===== config.mk =====
export PLATFORM = sky130hd
export DESIGN_NAME = fetch_stage
export DESIGN_NICKNAME = d
export VERILOG_FILES = /design/src/rtl/fetch_stage.sv
export SDC_FILE = /design/constraint.sdc
export NUM_CORES = 1
export LEC_CHECK = 0
export BUFFER_PORTS_ARGS = -buffer_cell sky130_fd_sc_hd__buf_2
export CORE_MARGIN = 5
export CORE_UTILIZATION = 53
export CTS_BUF_LIST = sky130_fd_sc_hd__clkbuf_8
export CTS_CLUSTER_SIZE = 40
export DETAILED_ROUTE_END_ITERATION = 10
export GPL_TIMING_DRIVEN = 0
export PLACE_DENSITY = 0.9
export SYNTH_ARGS = -nofsm -noshare
export SYNTH_HDL_FRONTEND = slang
export SYNTH_SLANG_ARGS = --single-unit

===== constraint.sdc =====
create_clock -name clk -period 5.14 [get_ports clk]
set_input_delay 0.771 -clock clk [delete_from_list [all_inputs] [get_ports clk]]
set_output_delay 0.771 -clock clk [all_outputs]
set_load 0.05 [all_outputs]

===== src/rtl/fetch_stage.sv =====
// Instruction fetch stage: PC register, registered instruction output, branch flush and HALT state.
// Optional halt detection is enabled by defining FETCH_HALT_DETECT_EN.
module fetch_stage #(
  parameter logic [7:0]  RESET_PC  = 8'h00,
  parameter logic [15:0] HALT_WORD = 16'hFFFF
) (
  input  logic        clk,
  input  logic        rst_n,
  output logic [7:0]  mem_addr,
  output logic        mem_we,
  output logic [15:0] mem_din,
  input  logic [15:0] mem_rdata,
  input  logic        stall,
  input  logic        branch_en,
  input  logic [7:0]  branch_target,
  output logic [15:0] instr,
  output logic [7:0]  instr_pc,
  output logic        instr_valid,
  output logic        halted,
  output logic [15:0] fetch_count
);

  typedef enum logic {RUN, HALT} state_e;

`ifdef FETCH_HALT_DETECT_EN
  localparam bit HaltDetectEn = 1'b1;
`else
  localparam bit HaltDetectEn = 1'b0;
`endif

  state_e      state_q, state_d;
  logic [7:0]  pc_q, pc_d;
  logic [15:0] instr_q, instr_d;
  logic [7:0]  instr_pc_q, instr_pc_d;
  logic        valid_q, valid_d;
  logic [15:0] count_q, count_d;
  logic        is_halt_word;

  assign is_halt_word = HaltDetectEn && (mem_rdata == HALT_WORD);

  always_comb begin
    state_d    = state_q;
    pc_d       = pc_q;
    instr_d    = instr_q;
    instr_pc_d = instr_pc_q;
    valid_d    = valid_q;
    count_d    = count_q;
    unique case (state_q)
      RUN: begin
        // Branch outranks stall: redirect and flush even while decode is stalled.
        if (branch_en) begin
          pc_d    = branch_target;
          valid_d = 1'b0;
        end else if (!stall) begin
          if (is_halt_word) begin
            state_d = HALT;
            valid_d = 1'b0;
          end else begin
            instr_d    = mem_rdata;
            instr_pc_d = pc_q;
            valid_d    = 1'b1;
            pc_d       = pc_q + 8'd1;
            count_d    = (count_q == '1) ? count_q : count_q + 16'd1;
          end
        end
      end
      HALT: begin
        valid_d = 1'b0;
        if (branch_en) begin
          state_d = RUN;
          pc_d    = branch_target;
        end
      end
    endcase
  end

  always_ff @(posedge clk) begin
    if (!rst_n) begin
      state_q    <= RUN;
      pc_q       <= RESET_PC;
      instr_q    <= '0;
      instr_pc_q <= '0;
      valid_q    <= 1'b0;
      count_q    <= '0;
    end else begin
      state_q    <= state_d;
      pc_q       <= pc_d;
      instr_q    <= instr_d;
      instr_pc_q <= instr_pc_d;
      valid_q    <= valid_d;
      count_q    <= count_d;
    end
  end

  assign mem_addr    = pc_q;
  assign mem_we      = 1'b0;
  assign mem_din     = '0;
  assign instr       = instr_q;
  assign instr_pc    = instr_pc_q;
  assign instr_valid = valid_q;
  assign fetch_count = count_q;

`ifdef FETCH_HALT_DETECT_EN
  assign halted = (state_q == HALT);
`else
  assign halted = 1'b0;
`endif

endmodule


# After elaboration in Yosys (flattened, before gate mapping)
# Index checks and enable logic that the tools add are counted.
[totals] wordCells=27 output_inout_bits=67 regBits=50 in_bits=28
[classes] muxes=9 n_eq_ne=3 addsub=2 bitwise_logic=4 n_reduce_logical=3
[op_table] op="$mux 8" n=3
[op_table] op="$add 16x1->16 const B" n=1
[op_table] op="$eq 16x16->1 const B" n=1
[op_table] op="$pmux 8 s2" n=1
[op_table] op="$add 8x1->8 const B" n=1
[op_table] op="$not 1->1" n=4
[op_table] op="$pmux 1 s2" n=2
[op_table] op="$reduce_and 4->1" n=1
[op_table] op="$mux 1" n=3
[op_table] op="$ne 3x3->1 const B" n=1
[op_table] op="$reduce_and 3->1" n=1
[op_table] op="$ne 2x2->1 const B" n=1
[op_table] op="$reduce_and 2->1" n=1

# Logic depth before layout (Yosys ltp)
[depth] ltp_word=4 ltp_mapped=7 depth_no_buf=5

# Worst setup path after synthesis
# No wires, ideal clock.
[synth_timing] path_kind="register to register" start="reg count_q[0], in the netlist fetch_count[0]" end="reg count_q[1], in the netlist fetch_count[1]" path_stages_with_launch=8 path_buffers=2 setup_ps=132 required_ps=5008 arrival_time_ps=1932 synth_period_minus_slack_ps=2064 setup_slack_ps=3076 path_cell_list="dfxtp_1 ha_1 nand4_1 nor4_2 buf_2 buf_6 nand3b_1 a21oi_1"
[synth_via] elab_chain_cells=3 elab_cells_between_ends=4 classes_between="add/sub: 1; eq/ne: 1; bitwise: 1; reduce/logical: 1"
[synth_rtl] element="from (decl)" line="36" text="logic [15:0] count_q, count_d;"
[synth_rtl] element="from (signal assigned)" line="91" text="count_q <= count_d;"
[synth_rtl] element="parallel branches: the longest is 3 deep, another holds $add 16x1->16"
# Several ways; the timed one is not identified.
# A chain may end at the register's enable or synchronous reset.

# Worst setup path after layout
[layout_timing] start="in stall" end="reg count_q[11], in the netlist fetch_count[11]"
[layout_via] elab_chain_cells=2
[layout_rtl] element="from (decl)" line="13" text="input logic stall,"
[layout_rtl] element="$not 1->1 (no source line)"
[layout_rtl] element="$reduce_and 4->1 (no source line)"
# Every way passes these cells.

==> flow_summary.ini <==
[cts]
root_buffer = clkbuf_8
clk_path_buf_depth = 2
holdBufCountCts = 0
clk_latency_ns = 0.31
cts-buffers-inserted = 5
cts_tree = yes
cts_htree_levels = 2
cts_setup_buffers = 0
cts.sinks = 50
ctsResizeCount = 0
cts.clk_slew.worst_paths_ns = 0.09

[detailed_routing]
drt_iter0_drc = 139
vias = 2236
drtPass1Iterations = 4
wl_um = 5826
viasPerCell = 5.249
route.met3.wl_um = 529
drc = 0
wirelength_met1_um = 2368
highest_layer = met4
wl_per_cell_um = 13.68
ant_nets = 0
wl_met2_um = 2853

[grt]
grt_pass1_wl_um = 9404
globalRouteTotalUtil = 0.2155
grt_pass1_vias = 2068
grt_overflow = 0
grt_max_degree = 17
antenna_found_initial = 0

[sta]
layout_setup_ws_ns = 3.119
relSlewSlack = 0.6506
slew_violations = 0
hold_violations = 0
worst_pin_slew_ns = 0.5241
min_period_over_period = 0.3932
layout_min_cycle_time_ns = 2.021
rsz0062_at_grt = no
setup_viol = 0
fmax_mhz = 494.8
final.setup.tns_ns = 0
finalClockSkew_ns = 0.007159

[worst_setup_path]
crit_required_ns = 5.31
cp_num_buf_inv = 2
crit_path_start_kind = input pin
cp_top_family = compound AO/OA/AOI/OAI gates
slowest_stage = o31ai_1
critPathMaxFanout = 10
cp.arrival_ns = 2.19
reg2regPathDepth = 7
end_kind = flop
worst-path-stages = 6
crit_path_max_incr_delay_ns = 0.39
critical_path_class = in2reg
path_cells = buf_2, nor2_2, nand2_1, clkbuf_1, o31ai_1, a21oi_1

[yosys]
async_flop_share = 0
synth_cell_type_count = 40
ys.flop_type = dfxtp_1
syn_area_sq_um = 2271
syn_inst = 275
netlist.top_cell.by_area = dfxtp_1
yosysWarnings = 0
synth_area_per_cell_sq_um = 8.258
synthTopCellsByArea = dfxtp_1 (44%), nand2_1 (10%), a21oi_1 (8.6%)
synth.ff_latch_count = 50
synth-edff-count = 0
yosysSeqAreaShare = 0.4408
synth_top_area_share = 0.4408

[power_and_ir_drop]
p_leak_uw = 0.001254
power_frac_seq = 0.516
p_sw_uw = 261.9
p_clk_frac = 0.288
power_density_nw_per_um2 = 278.6
comb_power_share = 0.196
cellInternalPower_uw = 536.9
swShare = 0.3278
vdd_drop_max_v = 0.0001908

[final_layout]
fillers = 348
diodes = 0
final_layout_size_suffix_gt1_frac = 0.2952
syn2layout_area_growth_pct = 26.28
nets = 405

[floorplan]
io_pins = 95
die_w_um = 75.46
fp.dieH_um = 75.46
initial_core_util = 0.5557
core.rowCount = 23
design.die.area_sq_um = 5694
coreArea_sq_um = 4086

[place]
place_ws_ns = 2.843
gp_congestion = 0.8115
hpwl_um = 4386
portBuffers = 76

[hold_path]
min_path_type = reg2reg
hold_depth = 2

[run]
drv_cap = 0

[status]
status = finished, final reports clean
==> through the flow <==
| stage | cell area, sq um | instances | util | power, uW | hold WS, ns |
|---|---|---|---|---|---|
| 3_5_place_dp | 2778 | 418 | 0.6797 | 577.2 | 0.4430 |
| 3_3_place_gp | 2778 | 418 | 0.6797 | 574.5 | 0.4388 |
| 4_1_cts | 2868 | 426 | 0.7018 | 801.0 | 0.4557 |
| 6_report | 2868 | 426 | 0.7018 | 798.8 | 0.4532 |
| 5_1_grt | 2868 | 426 | 0.7018 | 831.3 | 0.4763 |
| 2_1_floorplan | 2335 | 292 | - | 540.2 | 0.5593 |
==> state kept, by name, indices dropped and copies added (netlist names) <==
register	count
fetch_count	16
state_q	1
instr_valid	1
mem_addr	8
instr	16
instr_pc	8
==> power groups by stage <==
stage          clock network [uW]  logic [uW]  registers, uW
5_1_grt                       249         168            414
6_report                      230         157            412
3_3_place_gp                    0         154            420
3_5_place_dp                    0         156            421
2_1_floorplan                   0        74.1            466
4_1_cts                       232         157            412
==> placed cells by master (no fill, tap or decap), types with 3 or more instances in the layout <==
cell type  synthesis  layout
dfxtp_1           50      50
buf_2              4      80
mux2i_1            4       4
or4_1              8       8
a21oi_1           39      39
xor2_1             3       3
o31ai_1            8       8
or3_1              4       4
conb_1             1      18
buf_4             18      18
clkbuf_8           0       5
nor2_1             5       5
o21ai_1            3       3
nand2b_1           3       3
and3_1             4       4
nand3_1            3       3
o21ai_0            6       6
xnor2_1            3       3
nand2_1           62      62
nand4_1            9       9
clkbuf_1           9       9
nor4_1             3       3
==> routing by layer <==
metal / global-route usage / vias to the layer above
li1: - / 1137
met1: 0.2574 / 1001
met2: 0.3710 / 90
met3: 0.05937 / 8
met4: 0.07573 / 0
met5: 0 / -
==> cells by family (layout without fill, tap and decap cells) <==
logic type                 count (synthesis)  count (layout)  synth area share
buffers and inverters                     36             120           0.09477
other                                      1              18          0.001651
xor gates and xnor gates                   6               6           0.02314
DFF                                       50              50            0.4408
and+or+nand+nor                          112             112            0.2496
AOI/OAI and AO/OA                         64              64            0.1614
muxes                                      4               4           0.01763
adders and majority gates                  2               2           0.01102
==> synth_stat cells (all sizes together) (4+ instances only) <==
cell,number
nor4,4
clkbuf,9
nand3,4
a21oi,39
dfxtp,50
and3,4
nor2,6
or4,8
o21ai,9
or3,4
mux2i,4
o31ai,8
nand4,9
buf,23
nand2,62
==> final timing paths <==
kind	start	endpoint	slack, ns
worst min-delay path	instr[7]	instr[7]	0.45
worst max-delay path	stall	fetch_count[11]	3.12
worst min register to register	instr[7]	instr[7]	0.45
worst max register to register	fetch_count[0]	fetch_count[11]	3.17
==> area by class of cell <==
| type | count | area [sq um] | share of cell area |
|---|---|---|---|
| Timing Repair Buffer | 76 | 380.4 | 0.1326 |
| Clock inverter | 3 | 21.27 | 0.007417 |
| Sequential cell | 50 | 1001 | 0.3490 |
| Clock buffer | 5 | 68.82 | 0.02400 |
| Multi-Input combinational cell | 206 | 1119 | 0.3901 |
| Inverter | 4 | 15.01 | 0.005236 |
| Tap cell | 50 | 62.56 | 0.02182 |
| Buffer | 32 | 200.2 | 0.06981 |
==> worst min-delay path: stages (launching register included) <==
cell	delay (ns)
dfxtp_1	0.32
nand2_1	0.05
a21oi_1	0.05
(Power assumes the default switching activity.)
